$ cat config.mk
export PLATFORM = sky130hd
export DESIGN_NAME = boot_loader
export DESIGN_NICKNAME = d
export VERILOG_FILES = /design/src/rtl/boot_pkg.sv /design/src/rtl/boot_timeout.sv /design/src/rtl/boot_loader.sv
export SDC_FILE = /design/constraint.sdc
export NUM_CORES = 1
export LEC_CHECK = 0
export CAP_MARGIN = 5
export CORE_UTILIZATION = 59
export DETAILED_ROUTE_END_ITERATION = 8
export PLACE_DENSITY = 0.95
export SLEW_MARGIN = 20
export SYNTH_ARGS = -nofsm -noshare
export SYNTH_HDL_FRONTEND = slang
export SYNTH_SLANG_ARGS = --single-unit
$ cat constraint.sdc
create_clock -name clk -period 3.55 [get_ports clk]
set_input_delay 0.5325 -clock clk [delete_from_list [all_inputs] [get_ports clk]]
set_output_delay 0.5325 -clock clk [all_outputs]
set_load 0.1 [all_outputs]
$ cat src/rtl/boot_pkg.sv
// Shared definitions for the boot loader: frame-state encoding and the default
// memory-port widths used by the loader, the top-level memory mux and the bench.
package boot_pkg;

  localparam int BOOT_DATA_W = 8;
  localparam int BOOT_ADDR_W = 8;

  typedef enum logic [2:0] {
    ST_IDLE = 3'd0,
    ST_LEN  = 3'd1,
    ST_ADDR = 3'd2,
    ST_DATA = 3'd3,
    ST_CSUM = 3'd4,
    ST_DONE = 3'd5,
    ST_ERR  = 3'd6
  } boot_state_t;

endpackage

$ cat src/rtl/boot_timeout.sv
// Idle-cycle watchdog for the payload phase. Counts enabled cycles, reloads to
// zero on clr, and flags expire on the cycle that would reach TIMEOUT_CYC.
// TIMEOUT_CYC = 0 removes the counter and ties expire low.
module boot_timeout #(
  parameter int TIMEOUT_CYC = 1024
) (
  input  logic clk,
  input  logic rst,
  input  logic clr,
  input  logic en,
  output logic expire
);

  generate
    if (TIMEOUT_CYC == 0) begin : g_off
      logic unused_in;
      assign unused_in = ^{clk, rst, clr, en};
      assign expire    = 1'b0;
    end else begin : g_on
      localparam int CW = $clog2(TIMEOUT_CYC + 1);
      logic [CW-1:0] idle_cnt;

      // Idle counter: restart on clr, otherwise count enabled cycles.
      always_ff @(posedge clk or posedge rst) begin
        if (rst) begin
          idle_cnt <= '0;
        end else if (clr) begin
          idle_cnt <= '0;
        end else if (en) begin
          idle_cnt <= idle_cnt + 1'b1;
        end
      end

      assign expire = en && (idle_cnt == CW'(TIMEOUT_CYC - 1));
    end
  endgenerate

endmodule

$ cat src/rtl/boot_loader.sv
// Boot loader: receives a framed byte stream (LEN, ADDR, payload[, CSUM]) and
// writes the payload into program memory, holding the CPU until the image is
// complete. Optional build macro BOOT_CHECKSUM_EN adds a trailing checksum byte
// (LEN + ADDR + payload, modulo 2**DATA_W) that must match before release.
module boot_loader
  import boot_pkg::*;
#(
  parameter int DATA_W      = BOOT_DATA_W,
  parameter int ADDR_W      = BOOT_ADDR_W,
  parameter int TIMEOUT_CYC = 1024
) (
  input  logic              clk,
  input  logic              rst,
  input  logic              load,
  input  logic [DATA_W-1:0] in_data,
  input  logic              in_valid,
  output logic              in_ready,
  output logic [DATA_W-1:0] mem_din,
  output logic [ADDR_W-1:0] mem_addr,
  output logic              mem_we,
  output logic              bus_own,
  output logic              cpu_run,
  output logic              busy,
  output logic              err
);

  boot_state_t       state, state_nxt;
  logic [ADDR_W:0]   remain;
  logic [ADDR_W-1:0] ptr;
  logic              accept;
  logic              last_byte;
  logic              expire;
  logic              reload;

  assign in_ready  = (state == ST_LEN) || (state == ST_ADDR) ||
                     (state == ST_DATA) || (state == ST_CSUM);
  assign busy      = in_ready;
  assign accept    = in_valid && in_ready;
  assign last_byte = (remain == (ADDR_W + 1)'(1));
  assign bus_own   = busy || mem_we;
  assign reload    = load && ((state == ST_IDLE) || (state == ST_DONE) || (state == ST_ERR));

`ifdef BOOT_CHECKSUM_EN
  localparam boot_state_t ST_AFTER_DATA = ST_CSUM;
  logic [DATA_W-1:0] sum;

  // Running checksum over LEN, ADDR and every payload byte.
  always_ff @(posedge clk or posedge rst) begin
    if (rst) begin
      sum <= '0;
    end else if (accept) begin
      if (state == ST_LEN) begin
        sum <= in_data;
      end else if ((state == ST_ADDR) || (state == ST_DATA)) begin
        sum <= sum + in_data;
      end
    end
  end
`else
  localparam boot_state_t ST_AFTER_DATA = ST_DONE;
`endif

  boot_timeout #(
    .TIMEOUT_CYC(TIMEOUT_CYC)
  ) u_timeout (
    .clk    (clk),
    .rst    (rst),
    .clr    ((state != ST_DATA) || accept),
    .en     ((state == ST_DATA) && !accept),
    .expire (expire)
  );

  // Frame state register.
  always_ff @(posedge clk or posedge rst) begin
    if (rst) begin
      state <= ST_IDLE;
    end else begin
      state <= state_nxt;
    end
  end

  // Next-state logic; load is only honoured outside a frame.
  always_comb begin
    state_nxt = state;
    case (state)
      ST_IDLE, ST_DONE, ST_ERR: begin
        if (reload) state_nxt = ST_LEN;
      end
      ST_LEN: begin
        if (accept) state_nxt = ST_ADDR;
      end
      ST_ADDR: begin
        if (accept) state_nxt = ST_DATA;
      end
      ST_DATA: begin
        if (accept) begin
          if (last_byte) state_nxt = ST_AFTER_DATA;
        end else if (expire) begin
          state_nxt = ST_ERR;
        end
      end
`ifdef BOOT_CHECKSUM_EN
      ST_CSUM: begin
        if (accept) state_nxt = (in_data == sum) ? ST_DONE : ST_ERR;
      end
`endif
      default: state_nxt = ST_IDLE;
    endcase
  end

  // Byte counter, write pointer, memory write port and status flags.
  always_ff @(posedge clk or posedge rst) begin
    if (rst) begin
      remain   <= '0;
      ptr      <= '0;
      mem_din  <= '0;
      mem_addr <= '0;
      mem_we   <= 1'b0;
      cpu_run  <= 1'b0;
      err      <= 1'b0;
    end else begin
      mem_we  <= 1'b0;
      // Release one cycle after DONE is entered, i.e. after the final write.
      cpu_run <= (state == ST_DONE) && !load;
      if ((state_nxt == ST_ERR) && (state != ST_ERR)) begin
        err <= 1'b1;
      end else if (reload) begin
        err <= 1'b0;
      end
      if (accept) begin
        case (state)
          ST_LEN: begin
            remain <= (in_data == '0) ? {1'b1, {ADDR_W{1'b0}}} : (ADDR_W + 1)'(in_data);
          end
          ST_ADDR: begin
            ptr <= ADDR_W'(in_data);
          end
          ST_DATA: begin
            mem_din  <= in_data;
            mem_addr <= ptr;
            mem_we   <= 1'b1;
            ptr      <= ptr + 1'b1;
            remain   <= remain - 1'b1;
          end
          default: ;
        endcase
      end
    end
  end

endmodule
==> results of run 1 <==
==> routing by layer <==
metal,routed length (um),track usage
met1,2470,0.3717
met2,2495,0.3946
met3,372,0.05667
met4,61,0.08854
met5,0,0
==> critical path, stage by stage (launching register included) <==
cell,delay [ns]
dfrtp_1,0.61
nor3_1,0.32
nor2_1,0.13
or2_2,0.29
buf_4,0.24
==> cells in the final DEF, fill, tap and decap left out, drive strengths merged, types with 2 or more instances in the layout <==
| cell type | synthesis | final |
|---|---|---|
| a21oi | 7 | 7 |
| a22oi | 2 | 2 |
| a2bb2oi | 2 | 2 |
| a31oi | 7 | 7 |
| and2 | 2 | 2 |
| and3 | 5 | 5 |
| and3b | 2 | 2 |
| buf | 12 | 3 |
| clkbuf | 1 | 7 |
| clkdlybuf4s50 | 0 | 30 |
| dfrtp | 50 | 50 |
| ha | 4 | 4 |
| inv | 10 | 9 |
| mux2 | 16 | 16 |
| nand2 | 21 | 21 |
| nand2b | 2 | 2 |
| nand3 | 11 | 11 |
| nand4 | 5 | 5 |
| nor2 | 20 | 20 |
| nor3 | 6 | 6 |
| nor3b | 2 | 2 |
| nor4 | 3 | 3 |
| o211ai | 2 | 2 |
| o21ai | 26 | 26 |
| o31a | 3 | 3 |
| xnor2 | 2 | 2 |
| xor2 | 9 | 9 |
==> layout make-up <==
type / count / area [um^2]
inverter: 10 / 38.79
sequential: 50 / 1251
fill: 293 / 1137
clock buffer: 7 / 76.32
tap: 50 / 62.56
timing repair buffer: 33 / 322.8
multi-input combinational: 178 / 1197
==> worst max-delay path by stage <==
stage                     startpoint  endpoint  slack (ns)  cells past startpoint
final                       state[1]   bus_own        1.12                      4
after CTS                   state[1]   bus_own        1.14                      4
after detailed placement    in_valid  state[2]        1.19                      5
after global placement      in_valid  state[2]        1.29                      5
after floorplan             state[1]   bus_own        0.23                      5
after global routing        state[1]   bus_own        1.02                      4
==> sequential cells by signal, indices dropped and copies added (netlist names) <==
| signal | cells |
|---|---|
| u_timeout.g_on.idle_cnt | 11 |
| remain | 9 |
| mem_addr | 8 |
| mem_din | 8 |
| ptr | 8 |
| state | 3 |
| cpu_run | 1 |
| err | 1 |
| mem_we | 1 |
==> through the flow <==
step,std cells,power [mW]
floorplan,251,2.257
global placement,321,2.560
detailed placement,321,2.599
CTS,328,2.920
global route,328,3.075
finish,328,2.919
==> cell families (layout without fill, tap and decap cells) <==
logic type / after synthesis / after routing / share of synthesized area
AND/OR/NAND/NOR: 88 / 88 / 0.1931
AO/OA/AOI/OAI: 58 / 58 / 0.1415
flip-flops: 50 / 50 / 0.4864
buffers and inverters: 23 / 50 / 0.04814
multiplexers: 17 / 17 / 0.07393
XOR/XNOR: 11 / 11 / 0.03745
adder cells (fa/ha/maj): 4 / 4 / 0.01946
==> power groups by stage <==
stage | registers (mW) | clock network (mW) | logic, mW
after global routing | 1.04 | 0.335 | 1.70
after floorplan | 1.63 | 0 | 0.631
after global placement | 1.00 | 0 | 1.56
final | 1.01 | 0.308 | 1.60
after CTS | 1.00 | 0.317 | 1.60
after detailed placement | 1.01 | 0 | 1.59
==> summary.md, run 1 <==
The count of pins over their slew limit was 0. The ratio of routed vias to standard cells came out at 6.186. For this block, the routed nets add up to 5.399 mm of wire. Counting I/O delays and the setup requirement, the final critical path takes 2.427 ns. The run gives 0.106 as the fraction of power consumed by the clock network. In this run the remaining antenna-violating nets after routing total 0.

Number of cells upsized or downsized after cts: 0. Across the run, the number of max-cap violations was 0. The share of power burned in combinational logic is 0.548, and the minimum setup slack among reg-to-reg paths is 1.45 ns.

The max-slew headroom at the worst pin was 0.3491; the share of the cycle needed by the critical path after routing was 0.6837. The number of stages on the worst hold path was 1. Peak clock frequency supported by timing: 412.0 MHz. The logs give 0.4864 for the sequential share of the synthesized area and 5 for the iteration count of the initial detailed-routing pass. The number of hold buffers added after CTS was 0. The logs give 1.123 ns for the smallest setup slack after layout and 0.004086 mm^2 for the placeable core area. Summed over all failing endpoints, the final setup total negative slack is 0 ns. For the worst setup path, the data arrival time is 1.89 ns.

At the pin with the least slew margin, the transition time is 0.9733 ns. The latest clock arrival within the worst-skew pair came out at 0.30 ns. Summing all non-filler instances in the final layout gives an area of 0.002949 mm^2. The first global-routing pass estimated 8.804 mm of wire. For this run, design rule violations remaining after detail routing come to 0. The share of synthesized registers carrying an async set or reset works out to 1.000. The most common cell in the netlist is dfrtp_1.

Once the clock tree was built, the setup fixing pass inserted 0 buffers. The switching share of power is 0.5255. The required time of the critical path came out at 3.02 ns. Die height: 68.03 um.

The final layout contains 294 nets. The synthesized design contains 50 register bits. Counting flops with a built-in enable in the synthesized netlist gives 0. The logs give 1810 for the via count of the first global-routing pass and 51 for the pin count of the biggest net entering global routing. In this run the most critical hold path is launched from mem_addr[4]. The number of port buffers is 33, and the power density relative to cell area is 989.8 mW/mm^2. The tools report the antenna cell count as 0. Across all hold checks on the routed design, the worst slack comes to 0.5112 ns. Clock tree synthesis found a total of 50 sinks. Setup repair after global routing left no endpoint under its margin. The run gives 0.002872 mm^2 as the total cell area at the placement stage. During I/O placement, the number of pins put on the boundary was 34. Leakage power: 1.242 nW.

Row generation in the floorplan step produced 23 rows. The final-report hold violation count is 0, and the area of the die is 0.004628 mm^2. The clock edge transition at the registers on the reported setup and hold paths was 0.08 ns; the final setup violation count was 0.

In this run the worst path has a maximum fanout of 17. The commonest cells after synthesis are dfrtp_1, o21ai_0, nor2_1, nand2_1, mux2_2. The detailed router placed 2029 vias in this run. Dividing the detail-routed wire length by the instance count gives 16.46 um.

The average cell area after synthesis was 10.25 um^2; the number of antenna violations at the first check in global routing was 0. In this run, distinct cell masters in the synthesized netlist total 57. The logs give 0.6295 for the starting density of the core and 0.9368 for the placer's final routability congestion estimate. The run finished with clean final reports. Counting cells, the worst reg-to-reg path comes to 4. The share of the synthesized area in the top cell type works out to 0.4864.

The share of total power in sequential cells was 0.346. The netlist area before placement is 0.002572 mm^2. Yosys attributes the largest share of cell area to dfrtp_1, mux2_2, o21ai_0. At the placement stage, the worst setup path has a slack of 1.194 ns. The path type of the worst min-delay path is reg -> reg.

The share of post-route cells with drive strength above 1 was 0.1295; the core occupancy in the finished layout was 0.7217. Counting every net in the synthesized netlist gives 267. TritonCTS built the clock tree. The total internal power came out at 1.385 mW.

The cell type with the largest total area after synthesis is dfrtp_1. The launching point of the worst reg2reg path is state[1]. The clock buffer count from CTS came out at 5. After technology mapping, the gate count stands at 251.

The endpoint kind of the worst setup timing path was an output port. The worst register-to-register path ends at state[2]. The global-route usage over all layers came out at 0.2614. The growth of design area from synthesis to finish was 14.64%; the largest vdd supply drop was 0.9012 mV. The tools report the power spent charging and discharging nets as 1.534 mW. For the number of buffers on the longest clock path, the log shows 2. The clock tree synthesis step divided the H-tree into 2 levels. The tools report the worst-case hold path end point as mem_addr[4].

For this run, the leading register cell type out of synthesis is dfrtp_1. Measured along the x axis, the die boundary spans 68.03 um. The worst setup path is launched from a register. The worst setup path is of the reg -> out kind. The tools report the master cell of the clock root buffer as clkbuf_8. The count of yosys warnings during synthesis is 0, and the clock skew is 0.004385 ns. In this run, the number of DRC markers left after iteration 0 of detailed routing was 185.

Summed over all layers, the global routing overflow is 0. The placed wire-length estimate was 3.794 mm.
Note: power is estimated with default switching activity, not from simulation.
==> inputs of run 2 (changes only) <==
Settings changed: CORE_UTILIZATION 59 to 49, PLACE_DENSITY 0.95 to 0.85.
Clock period 3.55 ns to 2 ns, I/O delays scaled along.
==> run 2 against run 1 <==
Flip-flop and latch count unchanged; hold slack got worse by 0.16 ns; count of clock-buffer cells in the layout down 1; core utilization down 12 points.
==> summary.md, run 2 (synthesized netlist as in run 1, its figures left out) <==
The logs give 3.944 mm for the placed wire-length estimate and 1.70 ns for the required time of the critical path. The flow ran to the end, and the final reports show no timing, DRC or antenna violations. For the first-pass GRT wire length, the log shows 8.942 mm. The endpoint kind of the worst setup timing path is an output port. After detailed placement, the design holds a cell count of 349.

Element type at the critical path start: a register. For the pin with the worst max-slew slack, the measured transition is 0.4167 ns. Input and output buffers added on the ports amount to 33. The power density relative to cell area was 1711 mW/mm^2; the ratio of routed vias to standard cells was 5.824.

Across all register-to-register paths, the minimum setup slack is 0.27 ns. The number of flip-flops under the largest register name was 11; the final-report hold violation count was 0. The largest registers in the layout are u_timeout.g_on.idle_cnt: 11 flops, remain: 9 flops. For the global-route usage over all layers, the log shows 0.2130. Path type of the worst min-delay path: in -> async.

The net count of the finished layout is 302, and the growth of design area from synthesis to finish is 19.21%. The number of antenna violations at the first check in global routing was 0; the row count was 26. The die height was 74.46 um; the post-layout minimum cycle time was 1.908 ns. Setup violations remaining at the end of the flow were counted as 0. For the iteration count of the initial detailed-routing pass, the log shows 4.

Worst setup path category: reg -> out. The total clock sinks came out at 50. The pin count of the biggest net entering global routing was 51. Clock tree synthesis inserted a total of 5 buffers. Data arrives at the worst endpoint at 1.61 ns. The logs give 0.005075 mm^2 for the placeable core area and 0 for the reported max-cap violation count. Buffers inserted to repair hold after CTS numbered 0.

The share of post-route cells with drive strength above 1 was 0.2334; the clock edge transition at the registers on the reported setup and hold paths was 0.09 ns. The library cells used most frequently in the layout, excluding fill and tap cells, are dfrtp_1, buf_4, o21ai_0, nand2_1, nor2_1. The design draws 5.246 mW.

The via count of the first global-routing pass was 1861; the sum of routed wire length over all layers was 5.518 mm. Summed over all cells, the static leakage comes to 1.338 nW. Capture instance of the worst register-to-register path: ptr[7]. The detailed router finished its first iteration with 172 violations. The multi-input combinational cells in the finished layout cover a total of 0.001219 mm^2. TritonCTS built the clock tree. Count of cells along the worst register-to-register path: 5. The share of the cycle needed by the critical path after routing was 0.9541. Across the VDD grid, the largest voltage drop is 1.155 mV. For the max-slew headroom at the worst pin, the log shows 0.7207.

Routability-driven placement finished with a final weighted congestion of 0.8687. The latest clock arrival within the worst-skew pair came out at 0.30 ns. The worst-path maximum fanout is 7.

The register area is 0.001251 mm^2, and the number of H-tree branching levels is 2. The count of pins over their slew limit was 0. The library cell used most frequently in the layout, excluding fill and tap cells, is dfrtp_1. The count of nets left with antenna violations once routing finished came out at 0.

The area of the die was 0.005544 mm^2. Setup repair after global routing left no endpoint under its margin. Summed over all layers, the global routing overflow is 0. The layout filler cell count is 421.

No sink is reached through more buffers than the 2 on the longest clock path. The residual DRC count is 0, and the final-layout worst hold slack is 0.3480 ns. The logs give 0.5069 for the starting density of the core and 2079 for the total number of vias. In the final routed layout, each cell accounts on average for 15.46 um. The antenna cell count came out at 0. The tools report the peak clock frequency supported by timing as 524.1 MHz. Largest register by flop count: u_timeout.g_on.idle_cnt. During I/O placement, the number of pins put on the boundary was 34.

The post-route non-filler standard cell count is 357. The launching point of the worst reg2reg path was state[1]. The tree is rooted in a clkbuf_8.

The horizontal extent of the die was 74.46 um; the clock skew was 0.009727 ns. The run gives 0 ns as the accumulated negative setup slack. Once the clock tree was built, the setup fixing pass inserted 0 buffers.
-- run 2: worst max path at each step --
| stage | end | cells after the start | slack, ns | startpoint |
|---|---|---|---|---|
| 6_report | bus_own | 4 | 0.09 | state[1] |
| 2_1_floorplan | bus_own | 5 | -0.07 | state[1] |
| 4_1_cts | bus_own | 4 | 0.06 | state[0] |
| 3_5_place_dp | mem_din[4] | 5 | 0.14 | in_valid |
| 3_3_place_gp | mem_din[3] | 5 | 0.18 | in_valid |
| 5_1_grt | bus_own | 4 | 0.02 | state[2] |
-- run 2: final cells by class --
cell class                      instances  area share
Tap cell                               70     0.02856
Inverter                               10     0.01224
Clock buffer                            6     0.02366
Multi-Input combinational cell        178      0.3974
Clock inverter                          2    0.004488
Sequential cell                        50      0.4080
Timing Repair Buffer                   41      0.1257
-- run 2: critical path, stage by stage (launching register included) --
cell	delay, ns
dfrtp_1	0.51
o21a_1	0.26
nor2_4	0.20
or2_4	0.17
buf_12	0.16
-- run 2: what timing repair did --
action | CTS | global route
pin swaps | 0 | 0
hold endpoints to repair | 0 | 0
setup endpoints to repair | 1 | 1
gates resized for setup | 1 | 1
-- run 2: layer usage --
layer | GRT usage | wire, um | vias up | share of wire
met1 | 0.3086 | 2486 | 1021 | 0.45
met4 | 0.06918 | 83 | 0 | 0.015
li1 | - | - | 968 | -
met2 | 0.3133 | 2601 | 81 | 0.47
met5 | 0 | 0 | - | 0
met3 | 0.05420 | 346 | 9 | 0.063
-- run 2: report_power, final --
part	switching (mW)	total (mW)	internal [mW]
clock network	0.330	0.577	0.247
registers	0.389	1.77	1.38
logic	2.05	2.90	0.853
total	2.77	5.25	2.48
-- run 2: metrics by stage --
stage	cell area, um^2	utilization	setup slack, ns
final	3067	0.6043	0.09180
after global routing	3067	0.6043	0.01960
after CTS	3060	0.6031	0.05866
after detailed placement	2969	0.5851	0.1357
after global placement	2969	0.5851	0.1831
after floorplan	2592	-	-0.06689
